`src/rtl/dcache_pkg.sv`:
```
// dcache_pkg: shared types and defaults for the non-blocking data cache.
//   mshr_state_t : lifecycle of a miss entry (FREE -> PEND -> ISSUED -> DONE).
//   mshr_entry_t : one miss entry {state, addr, regD, data}.
//   MSHR_N_DEF   : default miss-entry count (matches the memory stage).
//   REGD_W       : destination-register index width.
package dcache_pkg;

    localparam int MSHR_N_DEF = 4;
    localparam int REGD_W     = 5;

    typedef enum logic [1:0] {
        FREE   = 2'd0,
        PEND   = 2'd1,
        ISSUED = 2'd2,
        DONE   = 2'd3
    } mshr_state_t;

    typedef struct packed {
        mshr_state_t       state;
        logic [31:0]       addr;
        logic [REGD_W-1:0] regD;
        logic [31:0]       data;
    } mshr_entry_t;

endpackage

```
`src/rtl/dcache_mshr_fifo.sv`:
```
// mshr_fifo: allocation-ordered table of outstanding load misses.
//   alloc/alloc_addr/alloc_regD : append a new miss at the tail.
//   issue_avail/issue_addr      : oldest not-yet-issued miss (or the one being
//                                 allocated this cycle when nothing older waits).
//   issue                       : outbound slot takes the issue candidate.
//   fill/fill_data              : read response for the oldest ISSUED entry.
//   pop                         : free the head entry (must be DONE).
//   head                        : head entry contents.
//   match_addr/addr_match       : word address matches any live entry.
//   full                        : no free entry.
// MSHR_N must be a power of two so the pointers wrap naturally.
module mshr_fifo
    import dcache_pkg::*;
#(
    parameter int MSHR_N = MSHR_N_DEF
) (
    input  logic              clk,
    input  logic              rst,
    input  logic              alloc,
    input  logic [31:0]       alloc_addr,
    input  logic [REGD_W-1:0] alloc_regD,
    input  logic              issue,
    output logic              issue_avail,
    output logic [31:0]       issue_addr,
    input  logic              fill,
    input  logic [31:0]       fill_data,
    input  logic              pop,
    output mshr_entry_t       head,
    input  logic [31:0]       match_addr,
    output logic              addr_match,
    output logic              full
);

    localparam int PW = (MSHR_N > 1) ? $clog2(MSHR_N) : 1;

    mshr_entry_t   ent [MSHR_N];
    logic [PW-1:0] head_ptr, tail_ptr, iss_ptr, fill_ptr;
    logic [PW:0]   count;
    logic          pend_here;
    logic          fill_ok;
    logic          unused_lsb;

    // Issue and fill both proceed in allocation order, so a pointer each is
    // enough; when the issue pointer's entry is not PEND it equals the tail,
    // which lets a fresh allocation go straight to the bus.
    assign pend_here   = (ent[iss_ptr].state == PEND);
    assign issue_avail = pend_here || alloc;
    assign issue_addr  = pend_here ? ent[iss_ptr].addr : alloc_addr;
    assign fill_ok     = fill && (ent[fill_ptr].state == ISSUED);
    assign full        = (count == (PW+1)'(MSHR_N));
    assign head        = ent[head_ptr];
    assign unused_lsb  = ^match_addr[1:0];

    always_comb begin
        addr_match = 1'b0;
        for (int i = 0; i < MSHR_N; i++) begin
            if (ent[i].state != FREE && ent[i].addr[31:2] == match_addr[31:2])
                addr_match = 1'b1;
        end
    end

    always_ff @(posedge clk or posedge rst) begin
        if (rst) begin
            for (int i = 0; i < MSHR_N; i++) ent[i].state <= FREE;
            head_ptr <= '0;
            tail_ptr <= '0;
            iss_ptr  <= '0;
            fill_ptr <= '0;
            count    <= '0;
        end else begin
            if (alloc) begin
                ent[tail_ptr].addr  <= alloc_addr;
                ent[tail_ptr].regD  <= alloc_regD;
                ent[tail_ptr].state <= (issue && !pend_here) ? ISSUED : PEND;
                tail_ptr            <= tail_ptr + PW'(1);
            end
            if (issue) begin
                if (pend_here) ent[iss_ptr].state <= ISSUED;
                iss_ptr <= iss_ptr + PW'(1);
            end
            if (fill_ok) begin
                ent[fill_ptr].data  <= fill_data;
                ent[fill_ptr].state <= DONE;
                fill_ptr            <= fill_ptr + PW'(1);
            end
            if (pop) begin
                ent[head_ptr].state <= FREE;
                head_ptr            <= head_ptr + PW'(1);
            end
            case ({alloc, pop})
                2'b10:   count <= count + (PW+1)'(1);
                2'b01:   count <= count - (PW+1)'(1);
                default: count <= count;
            endcase
        end
    end

endmodule

```
`src/rtl/dcache_mshr.sv`:
```
// dcache_mshr: non-blocking direct-mapped data cache answering the memory
// stage's mmio port, with up to MSHR_N outstanding load misses.
//   mmio_*            : core request (load/store) and combinational response
//                       strobes hit_ack / miss_store / load_done_stall /
//                       passive_stall, plus regD_done and read data.
//   mem_*             : single outbound bus request slot, in-order read returns.
//   hit_count/miss_count : only when DCACHE_STATS_EN is defined; saturating.
// Optional feature macro: DCACHE_STATS_EN.
module dcache_mshr
    import dcache_pkg::*;
#(
    parameter int NLINES = 16,
    parameter int MSHR_N = MSHR_N_DEF
) (
    input  logic              clk,
    input  logic              rst,
    input  logic              mmio_req,
    input  logic              mmio_lw,
    input  logic [31:0]       mmio_addr,
    input  logic [31:0]       mmio_data_write,
    input  logic [REGD_W-1:0] mmio_regD,
    output logic [31:0]       mmio_data_read,
    output logic              hit_ack,
    output logic              miss_store,
    output logic              load_done_stall,
    output logic              passive_stall,
    output logic [REGD_W-1:0] regD_done,
    output logic              mem_req,
    output logic              mem_we,
    output logic [31:0]       mem_addr,
    output logic [31:0]       mem_wdata,
    input  logic              mem_ready,
    input  logic              mem_rvalid,
    input  logic [31:0]       mem_rdata
`ifdef DCACHE_STATS_EN
    ,
    output logic [31:0]       hit_count,
    output logic [31:0]       miss_count
`endif
);

    localparam int IDX_W = $clog2(NLINES);
    localparam int TAG_W = 30 - IDX_W;

    logic             line_valid [NLINES];
    logic [TAG_W-1:0] line_tag   [NLINES];
    logic [31:0]      line_data  [NLINES];

    logic             ob_valid, ob_we;
    logic [31:0]      ob_addr, ob_wdata;

    mshr_entry_t      head;
    logic             addr_match, full, issue_avail, issue;
    logic [31:0]      issue_addr;
    logic             alloc, store_acc, head_done, line_hit;
    logic [IDX_W-1:0] req_idx, head_idx;
    logic [TAG_W-1:0] req_tag, head_tag;
    logic             unused_lsb;

    assign req_idx    = mmio_addr[IDX_W+1:2];
    assign req_tag    = mmio_addr[31:IDX_W+2];
    assign head_idx   = head.addr[IDX_W+1:2];
    assign head_tag   = head.addr[31:IDX_W+2];
    assign line_hit   = line_valid[req_idx] && (line_tag[req_idx] == req_tag);
    assign unused_lsb = ^{mmio_addr[1:0], head.addr[1:0]};

    mshr_fifo #(.MSHR_N(MSHR_N)) u_fifo (
        .clk        (clk),
        .rst        (rst),
        .alloc      (alloc),
        .alloc_addr (mmio_addr),
        .alloc_regD (mmio_regD),
        .issue      (issue),
        .issue_avail(issue_avail),
        .issue_addr (issue_addr),
        .fill       (mem_rvalid),
        .fill_data  (mem_rdata),
        .pop        (head_done),
        .head       (head),
        .match_addr (mmio_addr),
        .addr_match (addr_match),
        .full       (full)
    );

    // Response priority: a finished refill owns the cycle, then secondary
    // loads stall, then hit, then miss allocation; stores wait for both the
    // MSHR and the outbound slot to be clear of them.
    always_comb begin
        hit_ack         = 1'b0;
        miss_store      = 1'b0;
        load_done_stall = 1'b0;
        passive_stall   = 1'b0;
        regD_done       = '0;
        mmio_data_read  = '0;
        alloc           = 1'b0;
        store_acc       = 1'b0;
        head_done       = 1'b0;
        if (!rst) begin
            if (head.state == DONE) begin
                head_done       = 1'b1;
                load_done_stall = 1'b1;
                regD_done       = head.regD;
                mmio_data_read  = head.data;
            end else if (mmio_req) begin
                if (mmio_lw) begin
                    if (addr_match) begin
                        passive_stall = 1'b1;
                    end else if (line_hit) begin
                        hit_ack        = 1'b1;
                        mmio_data_read = line_data[req_idx];
                    end else if (!full) begin
                        miss_store = 1'b1;
                        alloc      = 1'b1;
                    end else begin
                        passive_stall = 1'b1;
                    end
                end else if (addr_match || ob_valid) begin
                    passive_stall = 1'b1;
                end else begin
                    store_acc = 1'b1;
                end
            end
        end
    end

    // Slot reloads only when empty at the start of the cycle; an accepted
    // store takes precedence over a pending read.
    assign issue = !ob_valid && !store_acc && issue_avail;

    always_ff @(posedge clk or posedge rst) begin
        if (rst) begin
            ob_valid <= 1'b0;
        end else if (ob_valid) begin
            if (mem_ready) ob_valid <= 1'b0;
        end else if (store_acc || issue) begin
            ob_valid <= 1'b1;
        end
    end

    always_ff @(posedge clk) begin
        if (!ob_valid) begin
            if (store_acc) begin
                ob_we    <= 1'b1;
                ob_addr  <= mmio_addr;
                ob_wdata <= mmio_data_write;
            end else if (issue) begin
                ob_we    <= 1'b0;
                ob_addr  <= issue_addr;
                ob_wdata <= '0;
            end
        end
    end

    assign mem_req   = ob_valid;
    assign mem_we    = ob_valid & ob_we;
    assign mem_addr  = ob_valid ? ob_addr : '0;
    assign mem_wdata = (ob_valid && ob_we) ? ob_wdata : '0;

    always_ff @(posedge clk or posedge rst) begin
        if (rst) begin
            for (int i = 0; i < NLINES; i++) line_valid[i] <= 1'b0;
        end else if (head_done) begin
            line_valid[head_idx] <= 1'b1;
        end
    end

    // Write-through without write-allocate: a store only touches a line
    // that is already present.
    always_ff @(posedge clk) begin
        if (head_done) begin
            line_tag[head_idx]  <= head_tag;
            line_data[head_idx] <= head.data;
        end else if (store_acc && line_hit) begin
            line_data[req_idx] <= mmio_data_write;
        end
    end

`ifdef DCACHE_STATS_EN
    always_ff @(posedge clk or posedge rst) begin
        if (rst) begin
            hit_count  <= '0;
            miss_count <= '0;
        end else begin
            if (hit_ack && hit_count != 32'hFFFF_FFFF)
                hit_count <= hit_count + 32'd1;
            if (miss_store && miss_count != 32'hFFFF_FFFF)
                miss_count <= miss_count + 32'd1;
        end
    end
`endif

endmodule

```
`config.mk`:
```
export PLATFORM = sky130hd
export DESIGN_NAME = dcache_mshr
export DESIGN_NICKNAME = d
export VERILOG_FILES = /design/src/rtl/dcache_pkg.sv /design/src/rtl/dcache_mshr_fifo.sv /design/src/rtl/dcache_mshr.sv
export SDC_FILE = /design/constraint.sdc
export NUM_CORES = 2
export LEC_CHECK = 0
export CELL_PAD_IN_SITES_DETAIL_PLACEMENT = 0
export CELL_PAD_IN_SITES_GLOBAL_PLACEMENT = 1
export CORE_MARGIN = 8
export CORE_UTILIZATION = 55
export DETAILED_ROUTE_END_ITERATION = 6
export DONT_BUFFER_PORTS = 1
export GPL_TIMING_DRIVEN = 0
export PLACE_DENSITY = 0.83
export SKIP_CTS_REPAIR_TIMING = 1
export SLEW_MARGIN = 10
export SYNTH_ARGS = -nofsm -noshare
export SYNTH_HDL_FRONTEND = slang
export SYNTH_SLANG_ARGS = --single-unit
```
`constraint.sdc`:
```
create_clock -name clk -period 17.3 [get_ports clk]
set_clock_uncertainty 0.1 [all_clocks]
set_input_delay 4.325 -clock clk [delete_from_list [all_inputs] [get_ports clk]]
set_output_delay 4.325 -clock clk [all_outputs]
set_load 0.1 [all_outputs]
```
==> impl_results.md <==
* ANT nets after route at 0
* Layout cells sized above 1 at 0.2758
* Setup crit end kind: output pin
* Tcrit/Tclk final at 0.8389
* Area after DPL at 57020 sq um
* Min Tclk post-route at 14.51 ns
* Final #Nets at 2923
* Slew HR at 0.1176
* GRT Overall Usage at 0.2824
* Worst path max stage delay at 1.01 ns
* Area grow syn2layout at 13.73%
* FF-to-FF Start: u_fifo.head_ptr[0]$_DFFE_PP0P_
* Starting density of the core at 0.5561
* Number of flops mapped to enable cells by yosys at around 1300
* DR vias/cell at 6.784
* CTS tree: yes
* Clock-pin slew on the worst setup and hold paths at 0.05 ns
* Top FF cell, synth: edfxtp_1
* Syn_nets at 2721
* Crit path max-delay cell type: a22o_1
* Initial DRC count at 3550
* Die span in y at about 330 um
* Crit Path Max Fanout at 10
* Least-Margin Pin Slew at 1.324 ns
* Arrival time worst endpoint at 10.09 ns
* #FFs+latches synth at 1305
* RD Place Congestion at 0.9334
* Full die area at roughly 110000 sq um
* R2R setup slack at 11.68 ns
* Syn. warnings at 0
* Initial antenna violation count at 4
* Placeable core area at 96850 sq um
* Post-route cell area at 61260 sq um
* CP Launch Type: primary input
* Launch point of the worst path: mmio_addr[4]
* Wire length per cell at 36.51 um
* Setup repair after global routing missed its margin: false
* Average size of a mapped cell at roughly 21 sq um
* Critical path required time at 12.88 ns
* Leak pwr at 19.89 nW
* Port Buffer Count at 0
* Number of global-route vias before repair at 28950
* Dpl cells at 3939
* Outcome: complete, no violations
* Post-Layout Cell Count at 4190
* VDD IR max at between 0.1 and 0.15 mV
* DRC viols at 0
* HP Start: u_fifo.count[2]$_DFFE_PP0P_
* Row cnt at roughly 110
* Cts bufs inserted at 133
* Fin. Hold Viols at 0
* Synth unique cells at 68
* Sequential cell area fraction in the yosys report at 0.7242
* Clock Sinks at 1305
* Final setup TNS at 0 ns
* Crit path cell chain: buf_4 > buf_2 > buf_1 > mux4_2 > mux2i_1 > xnor2_1 > o21ai_0 > or3b_1 > a2111o_1 > nor2_1 > buf_2 > a22o_1
* Post-DP HPWL at about 100 mm
* PwrDens at ~160 nW/um^2
* Slew Viols, Final at 0
* Crit Path Class: in2out
* Htree depth at 4
* Mapped Cells at roughly 2600
* Die Width at around 330 um
* Final WL at 153.0 mm
* Hold/Removal Path Class: reg2reg
* Most frequent CP cell: buf_2
* Synth Cell Area at 53860 sq um
* First-pass GRT wire length at between 200 and 250 mm
* Max Cap Violations at 0
* Io pins at 214
* Grt ovf at 0
* Total power draw at between 9 and 10 mW
* Synth async-reset ratio at 0.02759
* Fmax at about 0.069 GHz
* Detailed Routing Iterations Pass 1 at 6
* Buf/Inv on CP at 4
* Final Core Density at 0.6325
* Largest net degree at the start of global routing at a little over 40
* Top Family by Delay on Critical Path: buffers and inverters
* Clk_lat worst skew at 0.76 ns
* Routed vias at 28420
* Setup-failing EPs final at 0
* CTS max path bufs at 3
* Root Driver: clkbuf_16
-- routing by layer --
metal,track usage,share of wire
met5,0,0
met4,0.1200,0.046
met3,0.07093,0.11
met2,0.4646,0.49
met1,0.3608,0.35
-- report_power, final --
group,total [mW],internal (mW),switching [mW]
Sequential,4.22,4.12,0.103
Combinational,2.51,0.632,1.88
Clock,2.79,1.56,1.23
-- cell families after synthesis --
logic type | Yosys count | synth area share
AO/OA/AOI/OAI | 115 | 0.01614
XOR/XNOR | 169 | 0.02748
adder cells (fa/ha/maj) | 18 | 0.004321
buffers and inverters | 188 | 0.01707
flip-flops | 1305 | 0.7242
multiplexers | 489 | 0.1772
AND/OR/NAND/NOR | 312 | 0.03357
-- cells in the mapped netlist, drive strengths merged, types with 4 or more instances --
cell type | n | share of area
buf | 73 | 0.0091
nand2 | 41 | 0.0029
xor2 | 126 | 0.020
mux2i | 57 | 0.011
inv | 31 | 0.0022
dfrtp | 36 | 0.017
a21oi | 7 | 0.00065
nand4 | 12 | 0.0015
o31ai | 8 | 0.0014
nor2 | 33 | 0.0023
o21ai | 22 | 0.0020
and3 | 39 | 0.0046
a31oi | 9 | 0.0010
nand2b | 19 | 0.0022
mux4 | 365 | 0.15
nor3 | 13 | 0.0014
nor2b | 7 | 0.00081
nand3 | 10 | 0.00093
nor4 | 29 | 0.0034
or3 | 7 | 0.00081
a22o | 34 | 0.0055
mux2 | 67 | 0.014
nand3b | 7 | 0.00098
ha | 17 | 0.0039
or2 | 6 | 0.00070
xnor2 | 43 | 0.0070
clkbuf | 84 | 0.0059
nand4b | 4 | 0.00065
and2 | 72 | 0.0084
edfxtp | 1269 | 0.71
a22oi | 6 | 0.00093
a32oi | 4 | 0.00065
-- per-stage QoR --
step / hold slack [ns] / setup WS (ns)
2_1_floorplan: 0.3287 / 4.736
3_3_place_gp: 0.3457 / 1.650
3_5_place_dp: 0.3521 / 2.999
4_1_cts: 0.3632 / 2.917
5_1_grt: 0.3896 / 2.709
6_report: 0.3645 / 2.787
-- worst reg2reg max path: cells and delay by family, from the launching register on --
kind                   cells  cell delay (ns)
multiplexers               1             0.45
AND/OR/NAND/NOR            5             1.78
AO/OA/AOI/OAI              1             0.61
flip-flops                 1             0.39
buffers and inverters      6             2.00
-- worst paths after layout --
kind,endpoint,depth (start not counted)
setup / recovery,mmio_data_read[28],12
hold / removal,u_fifo.count[2]$_DFFE_PP0P_,1
setup reg to reg,line_data[10][18]$_DFFE_PP_,13
hold reg to reg,u_fifo.count[2]$_DFFE_PP0P_,1
max in group asynchronous,u_fifo.tail_ptr[0]$_DFFE_PP0N_,2
min in group asynchronous,line_valid[10]$_DFFE_PP0P_,2
-- cell type report --
cell class,count,area (sq um)
multi-input cells,1103,14180
fillers,6247,35590
inverters,31,116.4
well taps,1276,1597
clock inverters,76,700.7
flip-flops and latches,1305,39010
repair buffers,67,1310
diodes,6,15.01
plain buffers,157,812.0
clock buffers,169,3515
-- cells in the final DEF, fill, tap and decap left out, types with 21 or more instances in the layout --
master and count:
buf_2 27, mux2_2 67, clkbuf_16 134, nand2_1 41, buf_16 25, edfxtp_1 1269
nor4_1 29, clkinv_2 21, clkinv_1 27, dfrtp_1 36, xnor2_1 43, a22o_1 34
mux4_2 365, and2_1 71, and3_1 38, xor2_1 126, mux2i_1 57, clkbuf_1 112
nor2_1 26
Power figures use the tool's default switching activity.
